===== src/rtl/fetch_queue_pkg.sv =====
// Shared fetch-stage definitions: machine width, reset PC default, NOP encoding,
// and the byte-swap helper used on little-endian instruction memories.
package fetch_queue_pkg;

    localparam int          XLEN             = 32;
    localparam logic [31:0] RESET_PC_DEFAULT = 32'h0000_0000;
    localparam logic [31:0] NOP_INSTR        = 32'h0000_0013;

    function automatic logic [XLEN-1:0] bswap32(input logic [XLEN-1:0] d);
        return {d[7:0], d[15:8], d[23:16], d[31:24]};
    endfunction

endpackage


===== src/rtl/fetch_fifo.sv =====
// Shift-register queue of {pc, ir} entries; the head sits in entry 0 so the
// outputs come straight from flops. Flush empties it in one edge.
module fetch_fifo
    import fetch_queue_pkg::*;
#(
    parameter int DEPTH = 4,
    parameter int CW    = $clog2(DEPTH) + 1
) (
    input  logic            CLK,
    input  logic            RSTN,
    input  logic            push,
    input  logic [XLEN-1:0] push_pc,
    input  logic [XLEN-1:0] push_ir,
    input  logic            pop,
    input  logic            flush,
    output logic [CW-1:0]   count,
    output logic            empty,
    output logic            full,
    output logic [XLEN-1:0] head_pc,
    output logic [XLEN-1:0] head_ir
);

    logic [XLEN-1:0] pc_q [DEPTH];
    logic [XLEN-1:0] ir_q [DEPTH];
    logic [CW-1:0]   count_q;
    logic            pop_ok;
    logic            push_ok;
    logic [CW-1:0]   wr_idx;

    assign pop_ok  = pop && (count_q != '0);
    // A simultaneous pop frees a slot, so the write lands one position lower.
    assign wr_idx  = count_q - CW'(pop_ok);
    assign push_ok = push && (wr_idx < CW'(DEPTH));

    always_ff @(posedge CLK) begin
        if (!RSTN) begin
            count_q <= '0;
            for (int i = 0; i < DEPTH; i++) begin
                pc_q[i] <= '0;
                ir_q[i] <= '0;
            end
        end else if (flush) begin
            count_q <= '0;
        end else begin
            if (pop_ok) begin
                for (int i = 0; i < DEPTH - 1; i++) begin
                    pc_q[i] <= pc_q[i+1];
                    ir_q[i] <= ir_q[i+1];
                end
            end
            if (push_ok) begin
                pc_q[wr_idx[CW-2:0]] <= push_pc;
                ir_q[wr_idx[CW-2:0]] <= push_ir;
            end
            count_q <= count_q + CW'(push_ok) - CW'(pop_ok);
        end
    end

    assign count   = count_q;
    assign empty   = (count_q == '0);
    assign full    = (count_q == CW'(DEPTH));
    assign head_pc = pc_q[0];
    assign head_ir = ir_q[0];

    a_no_overflow: assert property (@(posedge CLK) disable iff (!RSTN)
        !(push && !flush && !push_ok));

endmodule


===== src/rtl/fetch_queue.sv =====
// Instruction-fetch stage: owns the fetch PC, issues one word read per cycle while
// the queue has room, buffers responses and presents them to decode.
module fetch_queue
    import fetch_queue_pkg::*;
#(
    parameter logic [31:0] RESET_PC   = RESET_PC_DEFAULT,
    parameter int          DEPTH      = 4,
    parameter bit          BIG_ENDIAN = 1'b0
) (
    input  logic        CLK,
    input  logic        RSTN,
    output logic        IMEM_RE,
    output logic [29:0] IMEM_ADDR,
    input  logic [31:0] IMEM_RDATA,
    input  logic        REDIRECT,
    input  logic [31:0] REDIRECT_PC,
    input  logic        ID_READY,
    output logic        IF_VALID,
    output logic [31:0] IF_PC,
    output logic [31:0] IF_IR
);

    localparam int CW = $clog2(DEPTH) + 1;

    logic [31:0]   fetch_pc;
    logic          inflight;
    logic [31:0]   inflight_pc;
    logic [CW-1:0] count;
    logic          empty;
    logic          full;
    logic          pop;
    logic          push;
    logic          issue;
    logic [CW:0]   occupancy;
    logic [31:0]   rdata_ir;

    assign pop       = IF_VALID & ID_READY;
    // Slots already committed (queued or in flight) after this cycle's pop.
    assign occupancy = {1'b0, count} + (CW+1)'(inflight) - (CW+1)'(pop);
    assign issue     = RSTN & ~REDIRECT & (occupancy < (CW+1)'(DEPTH));
    assign push      = inflight & ~REDIRECT;
    assign rdata_ir  = BIG_ENDIAN ? IMEM_RDATA : bswap32(IMEM_RDATA);

    assign IMEM_RE   = issue;
    assign IMEM_ADDR = fetch_pc[31:2];
    assign IF_VALID  = ~empty;

    always_ff @(posedge CLK) begin
        if (!RSTN) begin
            fetch_pc    <= RESET_PC;
            inflight    <= 1'b0;
            inflight_pc <= '0;
        end else if (REDIRECT) begin
            fetch_pc <= REDIRECT_PC & ~32'd3;
            inflight <= 1'b0;
        end else begin
            inflight <= issue;
            if (issue) begin
                inflight_pc <= fetch_pc;
                fetch_pc    <= fetch_pc + 32'd4;
            end
        end
    end

    fetch_fifo #(
        .DEPTH (DEPTH),
        .CW    (CW)
    ) u_fifo (
        .CLK     (CLK),
        .RSTN    (RSTN),
        .push    (push),
        .push_pc (inflight_pc),
        .push_ir (rdata_ir),
        .pop     (pop),
        .flush   (REDIRECT),
        .count   (count),
        .empty   (empty),
        .full    (full),
        .head_pc (IF_PC),
        .head_ir (IF_IR)
    );

    a_full_needs_pop: assert property (@(posedge CLK) disable iff (!RSTN)
        full |-> (!IMEM_RE || pop));

endmodule


===== config.mk =====
export PLATFORM = sky130hd
export DESIGN_NAME = fetch_queue
export DESIGN_NICKNAME = d
export VERILOG_FILES = /design/src/rtl/fetch_queue_pkg.sv /design/src/rtl/fetch_fifo.sv /design/src/rtl/fetch_queue.sv
export SDC_FILE = /design/constraint.sdc
export NUM_CORES = 1
export LEC_CHECK = 0
export ABC_AREA = 1
export ABC_CLOCK_PERIOD_IN_PS = 4600
export CORE_ASPECT_RATIO = 2
export CORE_MARGIN = 1.5
export CORE_UTILIZATION = 35
export CTS_CLUSTER_SIZE = 20
export DETAILED_ROUTE_END_ITERATION = 16
export PLACE_DENSITY = 0.54
export SYNTH_ARGS = -nofsm -noshare
export SYNTH_HDL_FRONTEND = slang
export SYNTH_SLANG_ARGS = --single-unit

===== constraint.sdc =====
create_clock -name CLK -period 4.6 [get_ports CLK]
set_clock_uncertainty 0.05 [all_clocks]
set_input_delay 0.92 -clock CLK [delete_from_list [all_inputs] [get_ports CLK]]
set_output_delay 0.92 -clock CLK [all_outputs]
set_load 0.02 [all_outputs]

Yosys cells after proc, flatten, opt, wreduce, memory -nomap -nowiden:

Memory sizes are Yosys's and may differ from the RTL's.
Cells that the tools add are included.

* register bits: 68
* RAM bits: 256
* input bits: 68
* output and inout port bits: 96
* memories kept: 2

* add/sub/neg operators: 6
* order comparisons: 2
* mux-type cells: 23
* bitwise gates (word level): 13
* reduce and logical (&&, ||, !) cells: 9

Memories
* u_fifo.ir_q: depth 4, width 32, rd ports 4, clocked after memory_dff 0, write ports 4, line fetch_fifo.sv:24 `logic [XLEN-1:0] ir_q [DEPTH];`
* u_fifo.pc_q: depth 4, width 32, rd ports 4, clocked after memory_dff 0, write ports 4, line fetch_fifo.sv:23 `logic [XLEN-1:0] pc_q [DEPTH];`

Operator list (number)
* $mux W32: 10
* $reduce_or A32 Y1: 2
* $add A32 B3 Y32 const B: 1
* $mux W1: 11
* $or A1 B1 Y1: 6
* $sub A3 B1 Y3: 2
* $add A3 B1 Y4: 1
* $and A1 B1 Y1: 4
* $lt A4 B3 Y1 const B: 1
* $mux W2: 2
* $sub A4 B1 Y4: 1
* $add A3 B1 Y3: 1
* $logic_not A3 Y1: 1
* $lt A3 B3 Y1 const B: 1
* $not A1 Y1: 3
* $reduce_bool A3 Y1: 1
* $logic_and A1 B1 Y1: 2
* $reduce_and A2 Y1: 1
* $reduce_bool A2 Y1: 1
* $reduce_or A2 Y1: 1

Depth between registers and ports, before layout:

* word-level depth: 13
* depth in mapped cells: 17
* mapped depth without buffers: 16

Hierarchy:

A second synthesis with hierarchy kept.

* cell total of the unflattened synthesis: 2067
* area, all modules: 16528.4 um^2

By module, submodules not included
* fetch_fifo: instances 1, cells an instance 1513, area each 13080.0 um^2
* fetch_queue: instances 1, cells an instance 554, area each 3448.3 um^2

Least setup slack after synthesis:

No wires, ideal clock.

* kind: in2reg
* start point: input ID_READY
* end point: memory u_fifo.ir_q[3][0], enable pin
* setup time: 421 ps
* data arrival time: 3667 ps
* data required time: 4129 ps
* setup slack: 462 ps
* stages: 8
* buffers on the path: 1
* cell sequence: and2_1 ha_1 ha_1 xor2_1 nor3_2 nand3_1 clkbuf_1 nand2_1

RTL lines
* start, declared: line fetch_queue.sv:17 `input logic ID_READY,`
* end, declared: line fetch_fifo.sv:24

Final worst setup path:

* start point: input ID_READY
* end point: output IMEM_RE

* word-level cells in the longest chain between the ends: 4

RTL lines
* $and A1 B1 Y1: line fetch_queue.sv:37 `assign pop = IF_VALID & ID_READY;`
* $sub A4 B1 Y4: line fetch_queue.sv:39 `assign occupancy = {1'b0, count} + (CW+1)'(inflight) - (CW+1)'(pop);`
* $lt A4 B3 Y1: line fetch_queue.sv:40 `assign issue = RSTN & ~REDIRECT & (occupancy < (CW+1)'(DEPTH));`
* $and A1 B1 Y1: line fetch_queue.sv:40
* end, declared: line fetch_queue.sv:12 `output logic IMEM_RE,`

No other way between the ends.

==> impl_metrics.csv <==
group,metric,value,unit
sta,drv_slew,0,
synthesis,post_synth.cell_area_avg,9.807,µm²
global_routing,grt_pass1_vias,9800,
synthesis,syn_area,13750,µm²
global_routing,gr-usage-met3,1.775,%
place,place.gp.congestion,0.8898,
worst_setup_path,arrival,2.79,ns
layout,diodes,0,
worst_setup_path,path_common_cell,"nand2_1",
global_routing,use_met2,30.81,%
clock_network,cts_sinks,312,
floorplan,core,38670,µm²
synthesis,netlist.area_leader.share,54.16,%
detailed_routing,drc,0,
worst_setup_path,critPathLaunch,"ID_READY",
detailed_routing,vias_per_cell,4.888,
detailed_routing,drt_wl_total,32.98,mm
sta,grt_setup_unrepaired,"false",
layout,nets,1600,
layout,multi_input_area,4195,µm²
synthesis,netlist_instances,1402,
place,io_buffers,159,
sta,fmax,0.2662,GHz
clock_network,ctsHoldBuffers,0,
global_routing,grt_pass1_wl,52.27,mm
floorplan,std_cell_rows,102,
synthesis,ys_warn_count,0,
detailed_routing,drt_iter0_drc,469,
worst_setup_path,critPathMaxStageDelay,0.49,ns
global_routing,antenna_found_initial,0,
worst_setup_path,end_kind,"output pin",
layout,syn2layout_area_growth,22.50,%
detailed_routing,dr.pass1.iters,5,
floorplan,die_h,283.3,µm
detailed_routing,ant_nets,0,
worst_setup_path,worstPathMaxFanout,2,
worst_setup_path,critical_path_class,"primary input to output pin",
detailed_routing,num_vias,10090,
layout,mostFrequentLayoutCells,"edfxtp_1 (248), nand3_1 (244), nand2_1 (189)",
global_routing,top_usage_layer,"met2",
layout,drive_above_1_share,5.696,%
place,hpwlAfterDp,21.95,mm
global_routing,track_usage,16.27,%
layout,n_fill_cell,3700,
global_routing,grt_max_degree,125,
power,p_leak,5.978,nW
clock_network,clkLatencyLatePin,0.55,ns
detailed_routing,post_drt_wl_per_cell,15.97,µm
sta,max_slew.worst_pin.slew,1.118,ns
layout,layout_commonest_cell,"edfxtp_1",
hold_path,holdCritPathClass,"flip-flop to flip-flop",
sta,fin_crit,3.757,ns
floorplan,boundaryPins,164,
clock_network,cts_tree,"built",
floorplan,die_w,143.2,µm
flow_run,maxCapViolCount,0,
synthesis,async_reset_ff_share,0,%
clock_network,htreeDepth,1,
global_routing,grt_overflow,0,
clock_network,clkTransAtPathRegs,0.07,ns
worst_setup_path,required,3.63,ns
worst_setup_path,rr_endpoint,"u_fifo.ir_q[3][29]",
place,place_ws,0.5108,ns
sta,period_share,81.67,%
synthesis,ys.flop_type,"edfxtp_1",
hold_path,min_from,"fetch_pc[14]",
sta,worst_slack,0.8433,ns
clock_network,root_buffer,"clkbuf_16",
power,irDropWorstVdd,0.2840,mV
worst_setup_path,start_kind,"primary input",
sta,maxSlewHeadroom,25.46,%
sta,setup_violations,0,
power,powerDensity,379.0,nW/µm²
synthesis,ys_seq_elements,312,
sta,tns,0,ns
power,power.total,6.383,mW
sta,hold_viol_final,0,
place,dpl_cell_area,15880,µm²
worst_setup_path,worstRegToRegCells,9,
clock_network,cts_buffers,29,
synthesis,yosys-top-cells-area,"edfxtp_1 (54%), dfxtp_1 (9.3%), nand3_1 (8.9%)",
clock_network,postCtsSetupBuffers,0,
outcome,status,"completed",
worst_setup_path,reg2reg_setup_slack,1.25,ns
synthesis,netlist-cell-type-count,28,
clock_network,ctsResizeCount,0,
worst_setup_path,reg2reg_from,"u_fifo.count[1]",
worst_setup_path,cp-endpoint,"IMEM_RE",
synthesis,yosysTopAreaCell,"edfxtp_1",
layout,seqCellArea,8728,µm²
global_routing,grt_util_met1,18.23,%
worst_setup_path,critical_path.cell_chain,"clkdlybuf4s50_1 -> and2_1 -> ha_1 -> inv_1 -> ha_1 -> nand3_1 -> nand2_1 -> nand2_1 -> nand2_1 -> nand2_1 -> nor2_4 -> buf_4",
floorplan,start_util,35.56,%
synthesis,synth_edf_count,248,
clock_network,cts_buffer_depth,3,
floorplan,dieArea,40550,µm²
layout,design_area,16840,µm²
worst_setup_path,cp_slowest_cell,"clkdlybuf4s50_1",
synthesis,ys_seq_area_share,63.48,%
[worst min-delay path by stage]
stage	endpoint	slack (ns)	depth (start not counted)
after detailed placement	fetch_pc[14]	0.46	2
after floorplan	inflight_pc[20]	0.43	2
final	fetch_pc[14]	0.47	2
after CTS	fetch_pc[14]	0.47	2
after global routing	fetch_pc[8]	0.50	2
after global placement	fetch_pc[14]	0.47	2
[cell usage after synthesis, types with 4 or more instances]
cell / instances
dfxtp_1: 64
nor2_1: 115
buf_2: 33
buf_4: 13
nand3_1: 245
clkbuf_1: 42
inv_1: 118
edfxtp_1: 248
a21boi_0: 6
a21oi_1: 57
o21ai_1: 67
ha_1: 8
nand2_1: 195
o21ai_0: 165
buf_1: 4
[stage by stage]
stage               cells  hold WS, ns  util, %
global placement     2012       0.4653    41.07
detailed placement   2012       0.4570    41.07
global route         2065       0.4988    43.56
floorplan            1403       0.4293        -
finish               2065       0.4698    43.56
CTS                  2065       0.4693    43.56
[routing by layer]
metal	vias to the layer above	share of wire (%)
met2	232	54
met3	54	4.0
met1	4716	39
met4	0	3.0
met5	-	0
li1	5091	-
[critical path: cells and delay by family]
family	cells	cell delay [ns]
adder cells (fa/ha/maj)	2	0.41
AND/OR/NAND/NOR	7	0.71
buffers and inverters	3	0.72
[cell families after synthesis]
| group | after synthesis | share of synthesized area (%) |
|---|---|---|
| AO/OA/AOI/OAI | 296 | 10.90 |
| XOR/XNOR | 1 | 0.06371 |
| adder cells (fa/ha/maj) | 9 | 0.8736 |
| buffers and inverters | 213 | 6.470 |
| flip-flops | 312 | 63.48 |
| multiplexers | 1 | 0.08189 |
| other | 1 | 0.02727 |
| AND/OR/NAND/NOR | 569 | 18.10 |
[area by class of cell]
cell class | instances | share of cell area (%)
Sequential cell | 312 | 51.82
Multi-Input combinational cell | 878 | 24.91
Timing Repair Buffer | 181 | 11.01
Clock buffer | 45 | 5.148
Tap cell | 520 | 3.863
Inverter | 121 | 2.696
Clock inverter | 8 | 0.5571
[state kept, by name, summed over array words and instances, names as in the netlist]
register and cells:
u_fifo.ir_q 128, u_fifo.pc_q 120, fetch_pc 30, inflight_pc 30, u_fifo.count 3, inflight 1
[report_power, final]
part / total, mW / switching [mW] / internal [mW] / leakage, nW
clock network: 2.44 / 1.03 / 1.40 / 0.477
logic: 0.649 / 0.409 / 0.240 / 2.41
registers: 3.30 / 0.0792 / 3.22 / 3.09
Power figures use the tool's default switching activity.
